$ cat config.mk
export PLATFORM = sky130hd
export DESIGN_NAME = fill_xcel
export DESIGN_NICKNAME = d
export VERILOG_FILES = /design/src/rtl/fill_xcel_pkg.sv /design/src/rtl/fill_xcel_dpath.sv /design/src/rtl/fill_xcel.sv
export SDC_FILE = /design/constraint.sdc
export NUM_CORES = 1
export LEC_CHECK = 0
export ABC_AREA = 1
export CORE_MARGIN = 4
export CORE_UTILIZATION = 35
export DETAILED_ROUTE_END_ITERATION = 7
export PLACE_DENSITY_LB_ADDON = 0.2
export SLEW_MARGIN = 20
export SYNTH_ARGS = -nofsm -noshare
export SYNTH_HDL_FRONTEND = slang
export SYNTH_SLANG_ARGS = --single-unit
$ cat constraint.sdc
create_clock -name clk -period 2.9 [get_ports clk]
set_clock_uncertainty 0.15 [all_clocks]
set_input_delay 0.58 -clock clk [delete_from_list [all_inputs] [get_ports clk]]
set_output_delay 0.58 -clock clk [all_outputs]
set_load 0.005 [all_outputs]
$ cat src/rtl/fill_xcel_pkg.sv
// Shared types and constants for the fill accelerator.
package fill_xcel_pkg;
    typedef enum logic {IDLE = 1'b0, WRITE = 1'b1} fill_state_t;

    localparam int   WORD_BYTES     = 4;
    localparam int   ADDR_LSB       = $clog2(WORD_BYTES);
    localparam int   SIZE_W         = 7;
    localparam logic MEM_TYPE_WRITE = 1'b1;
endpackage

$ cat src/rtl/fill_xcel_dpath.sv
// Fill datapath: index counter, value/step adder, checksum accumulator and
// word-address generation. Registers load on load_i and advance on commit_i.
module fill_xcel_dpath
    import fill_xcel_pkg::*;
(
    input  logic              clk,
    input  logic              rst,
    input  logic              load_i,
    input  logic              commit_i,
    input  logic [SIZE_W-1:0] size_i,
    input  logic [31:0]       start_i,
    input  logic [31:0]       step_i,
    output logic              last_o,
    output logic [31:0]       addr_o,
    output logic [31:0]       wdata_o,
    output logic [31:0]       result_o
);
    logic [SIZE_W-1:0] size_q, size_d;
    logic [SIZE_W-1:0] idx_q,  idx_d;
    logic [31:0]       val_q,  val_d;
    logic [31:0]       step_q, step_d;
    logic [31:0]       res_q,  res_d;

    always_comb begin
        size_d = size_q;
        idx_d  = idx_q;
        val_d  = val_q;
        step_d = step_q;
        res_d  = res_q;
        if (load_i) begin
            size_d = size_i;
            idx_d  = '0;
            val_d  = start_i;
            step_d = step_i;
            res_d  = '0;
        end else if (commit_i) begin
            idx_d = idx_q + 1'b1;
            val_d = val_q + step_q;
            res_d = res_q + val_q;
        end
    end

    always_ff @(posedge clk) begin
        if (rst) begin
            size_q <= '0;
            idx_q  <= '0;
            val_q  <= '0;
            step_q <= '0;
            res_q  <= '0;
        end else begin
            size_q <= size_d;
            idx_q  <= idx_d;
            val_q  <= val_d;
            step_q <= step_d;
            res_q  <= res_d;
        end
    end

    assign last_o   = (idx_q == size_q - 1'b1);
    assign addr_o   = {{(32-SIZE_W-ADDR_LSB){1'b0}}, idx_q, ADDR_LSB'(0)};
    assign wdata_o  = val_q;
    assign result_o = res_q;
endmodule

$ cat src/rtl/fill_xcel.sv
// Memory-fill accelerator top: request handshake FSM and write-commit logic.
// Define FILL_XCEL_WAIT_EN to honour mem_wait stalls; otherwise it is ignored.
module fill_xcel
    import fill_xcel_pkg::*;
(
    input  logic              clk,
    input  logic              rst,
    input  logic              in_val,
    output logic              in_rdy,
    input  logic [SIZE_W-1:0] in_size,
    input  logic [31:0]       in_start,
    input  logic [31:0]       in_step,
    output logic              mem_val,
    input  logic              mem_wait,
    output logic              mem_type,
    output logic [31:0]       mem_addr,
    output logic [31:0]       mem_wdata,
    output logic [31:0]       result
);
    fill_state_t state_q, state_d;
    logic        accept;
    logic        commit;
    logic        last;

    assign in_rdy   = (state_q == IDLE);
    assign mem_val  = (state_q == WRITE);
    assign mem_type = MEM_TYPE_WRITE;
    assign accept   = in_val && in_rdy;

`ifdef FILL_XCEL_WAIT_EN
    assign commit = mem_val && !mem_wait;
`else
    logic unused_wait;
    assign unused_wait = mem_wait;
    assign commit      = mem_val;
`endif

    always_comb begin
        state_d = state_q;
        case (state_q)
            IDLE:    if (accept && in_size != '0) state_d = WRITE;
            WRITE:   if (commit && last)          state_d = IDLE;
            default: state_d = IDLE;
        endcase
    end

    always_ff @(posedge clk) begin
        if (rst) state_q <= IDLE;
        else     state_q <= state_d;
    end

    // A zero-size request still loads, which clears the checksum.
    fill_xcel_dpath u_dpath (
        .clk      (clk),
        .rst      (rst),
        .load_i   (accept),
        .commit_i (commit),
        .size_i   (in_size),
        .start_i  (in_start),
        .step_i   (in_step),
        .last_o   (last),
        .addr_o   (mem_addr),
        .wdata_o  (mem_wdata),
        .result_o (result)
    );
endmodule
## Word level (Yosys, flattened, before mapping)

Index checks and enable logic that the tools add are counted.

| storage, ports and cells | value |
|---|---|
| flip-flop bits (word level) | 111 |
| bits in latches | 0 |
| RAM bits | 0 |
| ROM bits | 0 |
| output and inout port bits | 99 |
| word-level logic and storage cells | 23 |
| memories | 0 |

| operators by class | value |
|---|---|
| $add $sub $neg | 4 |
| $mul | 0 |
| divide/modulo/power cells | 0 |
| order comparisons | 0 |
| eq/ne operators | 1 |
| shift operators | 0 |
| muxes and demuxes | 5 |
| bitwise gates (word level) | 1 |
| reductions and logical operators | 6 |

Operator list:

| operator | number |
|---|---|
| $add A32 B32 Y32 | 2 |
| $mux W32 | 2 |
| $add A7 B1 Y7 const B | 1 |
| $eq A7 B7 Y1 | 1 |
| $reduce_bool A7 Y1 | 1 |
| $sub A7 B1 Y7 const B | 1 |
| $logic_and A1 B1 Y1 | 3 |
| $mux W1 | 2 |
| $pmux W1 S2 | 1 |
| $reduce_bool A2 Y1 | 1 |
| $reduce_or A2 Y1 | 1 |
| $not A1 Y1 | 1 |

## Depth between registers and ports, before layout

| depth | value |
|---|---|
| word-level depth | 5 |
| depth in mapped cells | 14 |
| depth with buffers taken out | 14 |

## Cells and area by module

A second synthesis with hierarchy kept.

| unflattened totals | value |
|---|---|
| cell total of the unflattened synthesis | 1,528 |
| area total of the unflattened synthesis | 9,092.5 µm² |

By module, submodules not included:

| module | instances | cells an instance | area an instance (µm²) | sequential area each (µm²) |
|---|---|---|---|---|
| fill_xcel_dpath | 1 | 1,513 | 9,011.1 | 2,202.1 |
| fill_xcel | 1 | 15 | 81.3 | 20.0 |

## Worst setup path before layout

No wires, ideal clock.

| timing path | value |
|---|---|
| kind | reg2reg |
| start | register u_dpath.val_q[0], in the netlist u_dpath.wdata_o[0] |
| end | register u_dpath.res_q[28], in the netlist u_dpath.result_o[28] |
| setup time | 0.109 ns |
| arrival time | 1.773 ns |
| required time | 2.641 ns |
| setup slack | 0.868 ns |
| cell stages (with the launch flop) | 15 |
| buffers on the path | 0 |
| path through | dfxtp_1 -> ha_1 -> fa_1 -> nand3_1 -> nand3_2 -> nand2_1 -> nand2_2 -> nand2_2 -> nand2_2 -> nand3b_1 -> nand2_1 -> nand2_1 -> nand3_1 -> nand2_1 -> inv_1 |

| on the way | value |
|---|---|
| word-level cells in the longest chain between the ends | 1 |

Ends and longest elaborated chain:

| item | RTL line | text |
|---|---|---|
| start: declaration | fill_xcel_dpath.sv:20 | `logic [31:0] val_q, val_d;` |
| start signal: assignment | fill_xcel_dpath.sv:53 | `val_q <= val_d;` |
| $add A32 B32 Y32 | fill_xcel_dpath.sv:39 | `res_d = res_q + val_q;` |
| end signal: assignment | fill_xcel_dpath.sv:55 | `res_q <= res_d;` |
| end: declaration | fill_xcel_dpath.sv:22 | `logic [31:0] res_q, res_d;` |

No other way between the ends.
A chain may end at the register's enable or synchronous reset.

## Worst setup path in the final report

| timing path | value |
|---|---|
| start | register u_dpath.val_q[0], in the netlist u_dpath.wdata_o[0] |
| end | register u_dpath.val_q[26], in the netlist u_dpath.wdata_o[26] |

| on the way | value |
|---|---|
| word-level cells in the longest chain between the ends | 3 |

Ends and longest elaborated chain:

| item | RTL line | text |
|---|---|---|
| $add A32 B32 Y32 | fill_xcel_dpath.sv:38 | `val_d = val_q + step_q;` |
| $mux W32 | fill_xcel_dpath.sv:36 | `end else if (commit_i) begin` |
| $mux W32 | fill_xcel_dpath.sv:30 | `if (load_i) begin` |

No other way between the ends. The select of a mux whose other input is x is not followed.

==> impl_metrics.toml <==
[power_and_ir_drop]
powerDensity_mw_per_mm2 = 414
pwr-share-clk = 0.314
switchingPower_uw = 1510
p_leak_uw = 0.00525
p_seq_frac = 0.402
power.total_uw = 4480
vdd_ir_drop_max_mv = 0.253
switching_share = 0.337
intPower_uw = 2970
comb_power_share = 0.284

[routing]
vias_per_cell = 4.85
wirelength_um = 29500
route.detailed.drc = 0
dr.first_iter.drc_count = 563
vias = 9053
firstDrtPassIters = 5
wl_per_cell_um = 15.8
drtAntennaViolNets = 0

[timing]
rsz0062_at_grt = "false"
post-route-min-period_ns = 2.42
setup_viol = 0
period_share = 0.835
finalMaxSlewViolations = 0
hold_viol_final = 0
max_freq_mhz = 413
tns_ns = 0

[die]
die_y_um = 166
dieArea_mm2 = 0.0276
die_w_um = 166
core_area_mm2 = 0.0245
start_util = 0.358
ios = 174
rows = 57

[run]
maxCapViolations = 0

[global_route]
grt_use_total = 0.210
grt_pass1_wl_um = 47200
antenna_found_initial = 0
first_global_vias = 8945
grt_max_degree = 81
globalRouteOverflowTotal = 0

[clock_network]
cts-htree-levels = 3
cts_root_buf = "clkbuf_16"
cts.sinks = 111
clk_pin_slew_ns = 0.08
hold_buffers = 0
cts_tree = "yes"
cts_buffers = 9
postCtsSetupBuffers = 0
ctsResizeCount = 0
clock_path_buffers = 2
clk_latency_ns = 0.36

[placed_design]
port_buffers = 146
globalplace.congestion = 0.916
dp_hpwl_um = 23600

[worst_setup_path]
crit_type = "flop to flop"
cp-start-kind = "flop"
path_cells = "ha_1 -> fa_1 -> nand3_1 -> nand2_1 -> nand2_1 -> nand2_1 -> nand2_1 -> nand3_1 -> nand2_1 -> nand2_1 -> nand2_1 -> nand3_1 -> a21oi_1"
crit_start = "u_dpath.wdata_o[0]"
cpMostUsedCell = "nand2_1"
cp-end-kind = "flop"
required_ns = 3.05
crit_buf_inv = 0
path_delay_family = "simple AND/OR/NAND/NOR gates"
path_max_fanout = 4
slowest_stage = "fa_1"
r2r_start = "u_dpath.wdata_o[0]"
max_stage_delay_ns = 0.40
worstPathArrival_ns = 2.57

[cells_and_area]
seqCellArea_mm2 = 0.00222
utilization = 0.442
antenna_cells = 0
syn_to_final_growth_pct = 23.3
nets = 1679
num-fill-cells = 2581
drive_above_1_share = 0.0506
multi_input_area_mm2 = 0.00561

[yosys]
yosysSeqAreaShare = 0.253
mappedNetlistArea_mm2 = 0.00877
synth-main-ff-cell = "dfxtp_1"
syn-instance-count = 1407
syn_avg_cell_area_um2 = 6.23
ys_async_sr_fraction = 0
synth_cell_types = 43
synth_edf_count = 0
yosysWarnings = 0
ys_ff_latch = 111

[min_path]
hold_start = "u_dpath.idx_q[6]"
hold_path.class = "flop to flop"

[status]
outcome = "finished clean"
## path summary, 6_finish.rpt
check | end | slack [ns] | cells past startpoint
min | u_dpath.idx_q[6] | 0.35 | 2
min reg2reg | u_dpath.idx_q[6] | 0.35 | 2
max reg2reg | u_dpath.wdata_o[26] | 0.48 | 13
max | u_dpath.wdata_o[26] | 0.48 | 13
## cell usage after synthesis (2+ instances only)
cell type | instances | area [um2]
o211ai_1 | 3 | 22.5
nor3_2 | 2 | 20.0
o22ai_1 | 2 | 12.5
inv_1 | 178 | 668
buf_2 | 9 | 45.0
buf_4 | 27 | 203
and2_1 | 4 | 25.0
o21ai_0 | 81 | 405
ha_1 | 64 | 801
a22o_1 | 16 | 140
o21ai_1 | 10 | 50.1
a21oi_2 | 6 | 52.6
xor2_1 | 23 | 201
nor2_4 | 3 | 33.8
inv_2 | 2 | 7.51
o21bai_1 | 8 | 60.1
a21o_1 | 4 | 30.0
a21oi_1 | 106 | 531
o21a_1 | 4 | 30.0
dfxtp_1 | 111 | 2220
a31oi_1 | 10 | 62.6
nand3_1 | 76 | 380
conb_1 | 2 | 7.51
nor2_1 | 209 | 785
nand3_2 | 5 | 50.1
nor2_2 | 11 | 68.8
xnor2_1 | 7 | 61.3
nor3_1 | 16 | 80.1
clkbuf_1 | 20 | 75.1
nand4_1 | 13 | 81.3
nand3b_1 | 7 | 52.6
fa_1 | 2 | 40.0
nand2_2 | 18 | 113
nand2_1 | 334 | 1250
buf_1 | 6 | 22.5
## sequential cells by signal (all words and copies together) (netlist names)
register,flops
mem_val,1
u_dpath.idx_q,7
u_dpath.result_o,32
u_dpath.size_q,7
u_dpath.step_q,32
u_dpath.wdata_o,32
## worst min-delay path, stage by stage, from the launching register on
cell	delay [ns]
dfxtp_1	0.34
inv_1	0.07
a21oi_1	0.05
## metal layers
layer	global-route usage	routed length, um
met1	0.283	14200
met4	0.0566	508
met3	0.0209	957
met5	0	0
met2	0.362	13900
## per-stage QoR
step,std cells,cell area [um2],setup slack (ns),hold slack [ns]
finish,1867,10800,0.478,0.353
global route,1867,10800,0.301,0.383
CTS,1867,10800,0.474,0.360
detailed placement,1851,10500,0.491,0.338
global placement,1851,10500,0.516,0.321
floorplan,1431,8860,0.868,0.324
## cell type report
class / instances / share of cell area
Clock buffer: 11 / 0.0215
Inverter: 181 / 0.0629
Sequential cell: 111 / 0.206
Tap cell: 324 / 0.0375
Clock inverter: 5 / 0.00764
Multi-Input combinational cell: 1077 / 0.519
Timing Repair Buffer: 158 / 0.146
## power by group through the flow
stage	sequential (uW)	clock, uW	combinational, uW
2_1_floorplan	1760	0	830
3_3_place_gp	1830	0	1260
3_5_place_dp	1830	0	1270
4_1_cts	1800	1440	1280
5_1_grt	1810	1500	1440
6_report	1800	1410	1270
## logic make-up after synthesis
logic type	count (synthesis)	share of synthesized area
AO/OA/AOI/OAI	253	0.163
XOR/XNOR	30	0.0300
adder cells (fa/ha/maj)	66	0.0959
buffers and inverters	243	0.117
flip-flops	111	0.253
other	2	0.000857
AND/OR/NAND/NOR	702	0.340
## layout by cell type (no fill, tap or decap), types with 16 or more instances in the layout
| master | Yosys | routed |
|---|---|---|
| ha_1 | 64 | 64 |
| a21oi_1 | 106 | 106 |
| inv_1 | 178 | 178 |
| conb_1 | 2 | 26 |
| nor2_1 | 209 | 209 |
| xor2_1 | 23 | 23 |
| o21ai_0 | 81 | 81 |
| nor3_1 | 16 | 16 |
| nand2_1 | 334 | 334 |
| dfxtp_1 | 111 | 110 |
| clkdlybuf4s50_1 | 0 | 146 |
| a22o_1 | 16 | 16 |
| nand2_2 | 18 | 18 |
| nand3_1 | 76 | 76 |
Note: power is estimated with default switching activity, not from simulation.
==> RTL change 1 (same settings) <==
Change the package constant `SIZE_W` from 7 to 5.
--- a/src/rtl/fill_xcel_pkg.sv
+++ b/src/rtl/fill_xcel_pkg.sv
@@ -4,7 +4,7 @@
 
     localparam int   WORD_BYTES     = 4;
     localparam int   ADDR_LSB       = $clog2(WORD_BYTES);
-    localparam int   SIZE_W         = 7;
+    localparam int   SIZE_W         = 5;
     localparam logic MEM_TYPE_WRITE = 1'b1;
 endpackage
 
Interface: changed (resized in_size); port bits go from 174 to 172. The function was not compared with the original's and may differ.
==> RTL change 1 against the original RTL <==
  * Area after synthesis decreased by 2.0%
  * Worst setup slack improved by 0.091 ns
  * Routed wire length decreased by 5.5%
  * Largest power group unchanged
  * Sequential cell count decreased by 4
  * Critical path depth increased by 1
  * Die area decreased by 1.9%
  * Final cell count decreased by 1.2%
  * Critical endpoint is now u_dpath.result_o[26]
  * Final area decreased by 2.0%
  * Total power increased by 1.4%
==> RTL change 1: results (changes against the original RTL) <==
synth cell count leaders=342 x nand2_1, 214 x nor2_1, 171 x inv_1, 107 x dfxtp_1, 94 x a21oi_1; worst vdd ir=240 uV (-5.3%); initial antenna violation count=0 (unchanged); Worst Path Arrival=2.45 ns (-0.12 ns); layout cells sized above 1=5.66% (+0.60 points); Routability Congestion=0.918 (+0.32%); Initial Util=35.4% (-0.39 points); HP Class=reg2reg; port bufs=142 (-2.7%); Rel. slew slack=a little over two fifths; first-pass GRT wire length=43500 microns (-7.7%); Finished Layout Cells=1844 (-1.2%); CP max-delay cell=fa_1; met2 global-route usage=34.6% (-1.5 points); Worst-Skew Late Latency=between 0.3 and 0.4 ns; Synth area leaders=dfxtp_1 25%, nand2_1 15%, nor2_1 9.3%; clk buf depth=2 (unchanged); DR iter-0 viols=529 (-6.0%); Syn. warnings=0 (unchanged); CTS Sinks=107 (-3.6%); Cell Area, Placed=0.0103 sq mm (-2.1%); CP max stage delay=0.47 ns (+0.07 ns); Slew Viols, Final=0 (unchanged); Net count, final=1654 (-1.5%); met3 global-route usage=2.62% (+0.53 points); drt wl/cell=15.1 microns (-4.3%); largest net degree at the start of global routing=62 (-23%); grt met1 use=28.2% (-0.047 points); P_leak=5.18 nW (-1.3%); vias per cell=4.82 (-0.64%); Root Driver=clkbuf_16; GR Util All Layers=20.6% (-0.46 points); drt pass-1 iters=5 (unchanged); Place WS=0.320 ns (-0.170 ns); sequential fraction of the synthesis area=24.9% (-0.43 points); ant diodes=0 (unchanged); DP HPWL=22500 microns (-4.7%); Avg Inst Size Synth=6.20 sq um (-0.54%); vias in the first global route=8255 (-7.7%); status=completed; CTS H-Tree Depth=3 (unchanged)
[RTL change 1: cell types whose count changed after synthesis, sizes merged, moves of 3 or more]
cell / delta
a21oi: -14
a22o: -4
buf: +3
dfxtp: -4
nand2: +15
nand3: -3
nor2: -3
o21ai: -6
[RTL change 1: area by class of cell]
cell class              instances  area, sq um
fillers                      2673        13700
repair buffers                155         1530
well taps                     324          405
multi-input cells            1061         5510
inverters                     181          679
clock inverters                 4         73.8
clock buffers                  12          246
flip-flops and latches        107         2140
[RTL change 1: per-layer routing]
layer  vias to the layer above  wire (microns)
met5                         -               0
met4                         0             414
met3                        26            1120
met2                       174           13100
met1                      4041           13300
li1                       4643               -
[RTL change 1: cells by family after synthesis]
family	count (synthesis)	share of synthesized area [%]
other cells	2	0.0874
flops	107	24.9
buf+inv	245	12.1
compound gates	228	14.9
xor+xnor	31	3.16
fa+ha+maj	66	9.78
simple gates	708	35.1
[RTL change 1: power by group]
group,switching [mW],internal [mW]
registers,0.168,1.60
logic,0.781,0.614
clock network,0.598,0.783
total,1.55,2.99
[RTL change 1: path summary, 6_finish.rpt]
check                                          from              endpoint  slack, ns  cells after the start
worst max-delay path             u_dpath.wdata_o[0]  u_dpath.result_o[26]       0.57                     14
worst max register to register   u_dpath.wdata_o[0]  u_dpath.result_o[26]       0.57                     14
worst min register to register  u_dpath.result_o[0]   u_dpath.result_o[0]       0.35                      2
worst min-delay path            u_dpath.result_o[0]   u_dpath.result_o[0]       0.35                      2
==> RTL change 2 (config.mk and constraints unchanged) <==
Made on the original files. Reset style: asynchronous (`rst`), changed in 2 clocked blocks.
--- a/src/rtl/fill_xcel_dpath.sv
+++ b/src/rtl/fill_xcel_dpath.sv
@@ -40,7 +40,7 @@
         end
     end
 
-    always_ff @(posedge clk) begin
+    always_ff @(posedge clk or posedge rst) begin
         if (rst) begin
             size_q <= '0;
             idx_q  <= '0;
--- a/src/rtl/fill_xcel.sv
+++ b/src/rtl/fill_xcel.sv
@@ -44,7 +44,7 @@
         endcase
     end
 
-    always_ff @(posedge clk) begin
+    always_ff @(posedge clk or posedge rst) begin
         if (rst) state_q <= IDLE;
         else     state_q <= state_d;
     end
Behaviour: differs if rst is asserted again (counterexample within 4 cycles, from zero or initial values and one cycle with rst high); with rst held inactive, the same outputs for 4 cycles.
==> RTL change 2 against the original RTL <==
  * Via count shrank 0.64%
  * Utilization shrank 0.16 points
  * Maximum frequency grew 0.35%
  * Highest routed layer unchanged
  * Worst setup slack gained 0.0084 ns
  * Critical endpoint is now u_dpath.result_o[30]
  * Sequential cell count is the same
  * Routed wire length shrank 4.7%
  * Count of clock-buffer cells in the layout shrank 1
  * Area after synthesis grew 3.0%
  * Largest cell class unchanged
  * Final area grew 2.9%
Power is not shown: default switching activity piles up to over one toggle a cycle in this logic, so the estimate is an artifact.
==> RTL change 2: results (changes against the original RTL) <==
status=completed; DP HPWL=22700 microns (-3.7%); met3 routed WL=1170 microns (+23%); Routability Congestion=0.893 (-2.5%); CP max-delay cell=dfrtp_1; Synth area leaders=dfrtp_1 31%, nand2_1 23%, ha_1 8.9%; distinct cell type count after synthesis=42 (-2.3%); met2 global-route usage=34.3% (-1.9 points); DR iter-0 viols=517 (-8.2%); ant diodes=0 (unchanged); Cell Area, Placed=0.0108 sq mm (+3.2%); Worst-path clk slew=0.08 ns (about the same); GR Util All Layers=20.0% (-0.99 points); vias in the first global route=8826 (-1.3%); Hold Path Origin=u_dpath.step_q[0]; wl on met1=13200 microns (-6.7%); Avg Inst Size Synth=6.44 sq um (+3.4%); metal2 WL=13300 microns (-4.0%); crit path from=u_dpath.wdata_o[0]; met3 global-route usage=2.90% (+0.80 points); largest net degree at the start of global routing=72 (-11%); Worst R2R Path Depth=15 (+2); FF+latch area=0.00278 sq mm (+25%); Worst Setup EP=u_dpath.result_o[30]; FMAX=0.414 GHz (+0.35%); grt met1 use=27.1% (-1.1 points); first-pass GRT wire length=45500 microns (-3.5%); async set or reset register ratio after synthesis=100% (+100 points); synth cell count leaders=552 x nand2_1, 179 x inv_1, 111 x dfrtp_1, 110 x nor2_1, 90 x nand3_1; Hold Crit Endpoint=u_dpath.step_q[0]; top_reg_cell synth=dfrtp_1; Total Wirelength=28100 microns (-4.7%); Finished Layout Cells=1876 (+0.48%); Worst Path Arrival=2.52 ns (-0.05 ns); Worst-Skew Late Latency=0.37 ns; sequential fraction of the synthesis area=30.8% (+5.4 points); hold path depth=2 (unchanged); CP Max Fanout=6 (+2); fillers=2704 (+4.8%); Net count, final=1682 (+0.18%); layout cells sized above 1=3.62% (-1.4 points)
[RTL change 2: cell count changes after synthesis, sizes merged, moves of 6 or more]
cell and change:
a21oi -40, a31oi -9, clkbuf -9, dfrtp +111, dfxtp -111, nand2 +210, nand3 +10, nand4 -7
nor2 -106, nor3 -6, o211ai +9, o21ai -40, xor2 -15
[RTL change 2: cells by family after synthesis]
kind of cell | Yosys count | share of synthesized area [%]
flops | 111 | 30.8
other cells | 2 | 0.0832
buf+inv | 232 | 10.9
fa+ha+maj | 66 | 9.32
xor+xnor | 18 | 1.75
simple gates | 805 | 36.4
compound gates | 167 | 10.8
[RTL change 2: area by class of cell]
| class | instances | share of cell area [%] |
|---|---|---|
| multi-input cells | 1082 | 48.2 |
| clock inverters | 6 | 0.495 |
| repair buffers | 157 | 14.4 |
| well taps | 330 | 3.71 |
| flip-flops and latches | 111 | 25.0 |
| clock buffers | 10 | 2.06 |
| inverters | 180 | 6.11 |
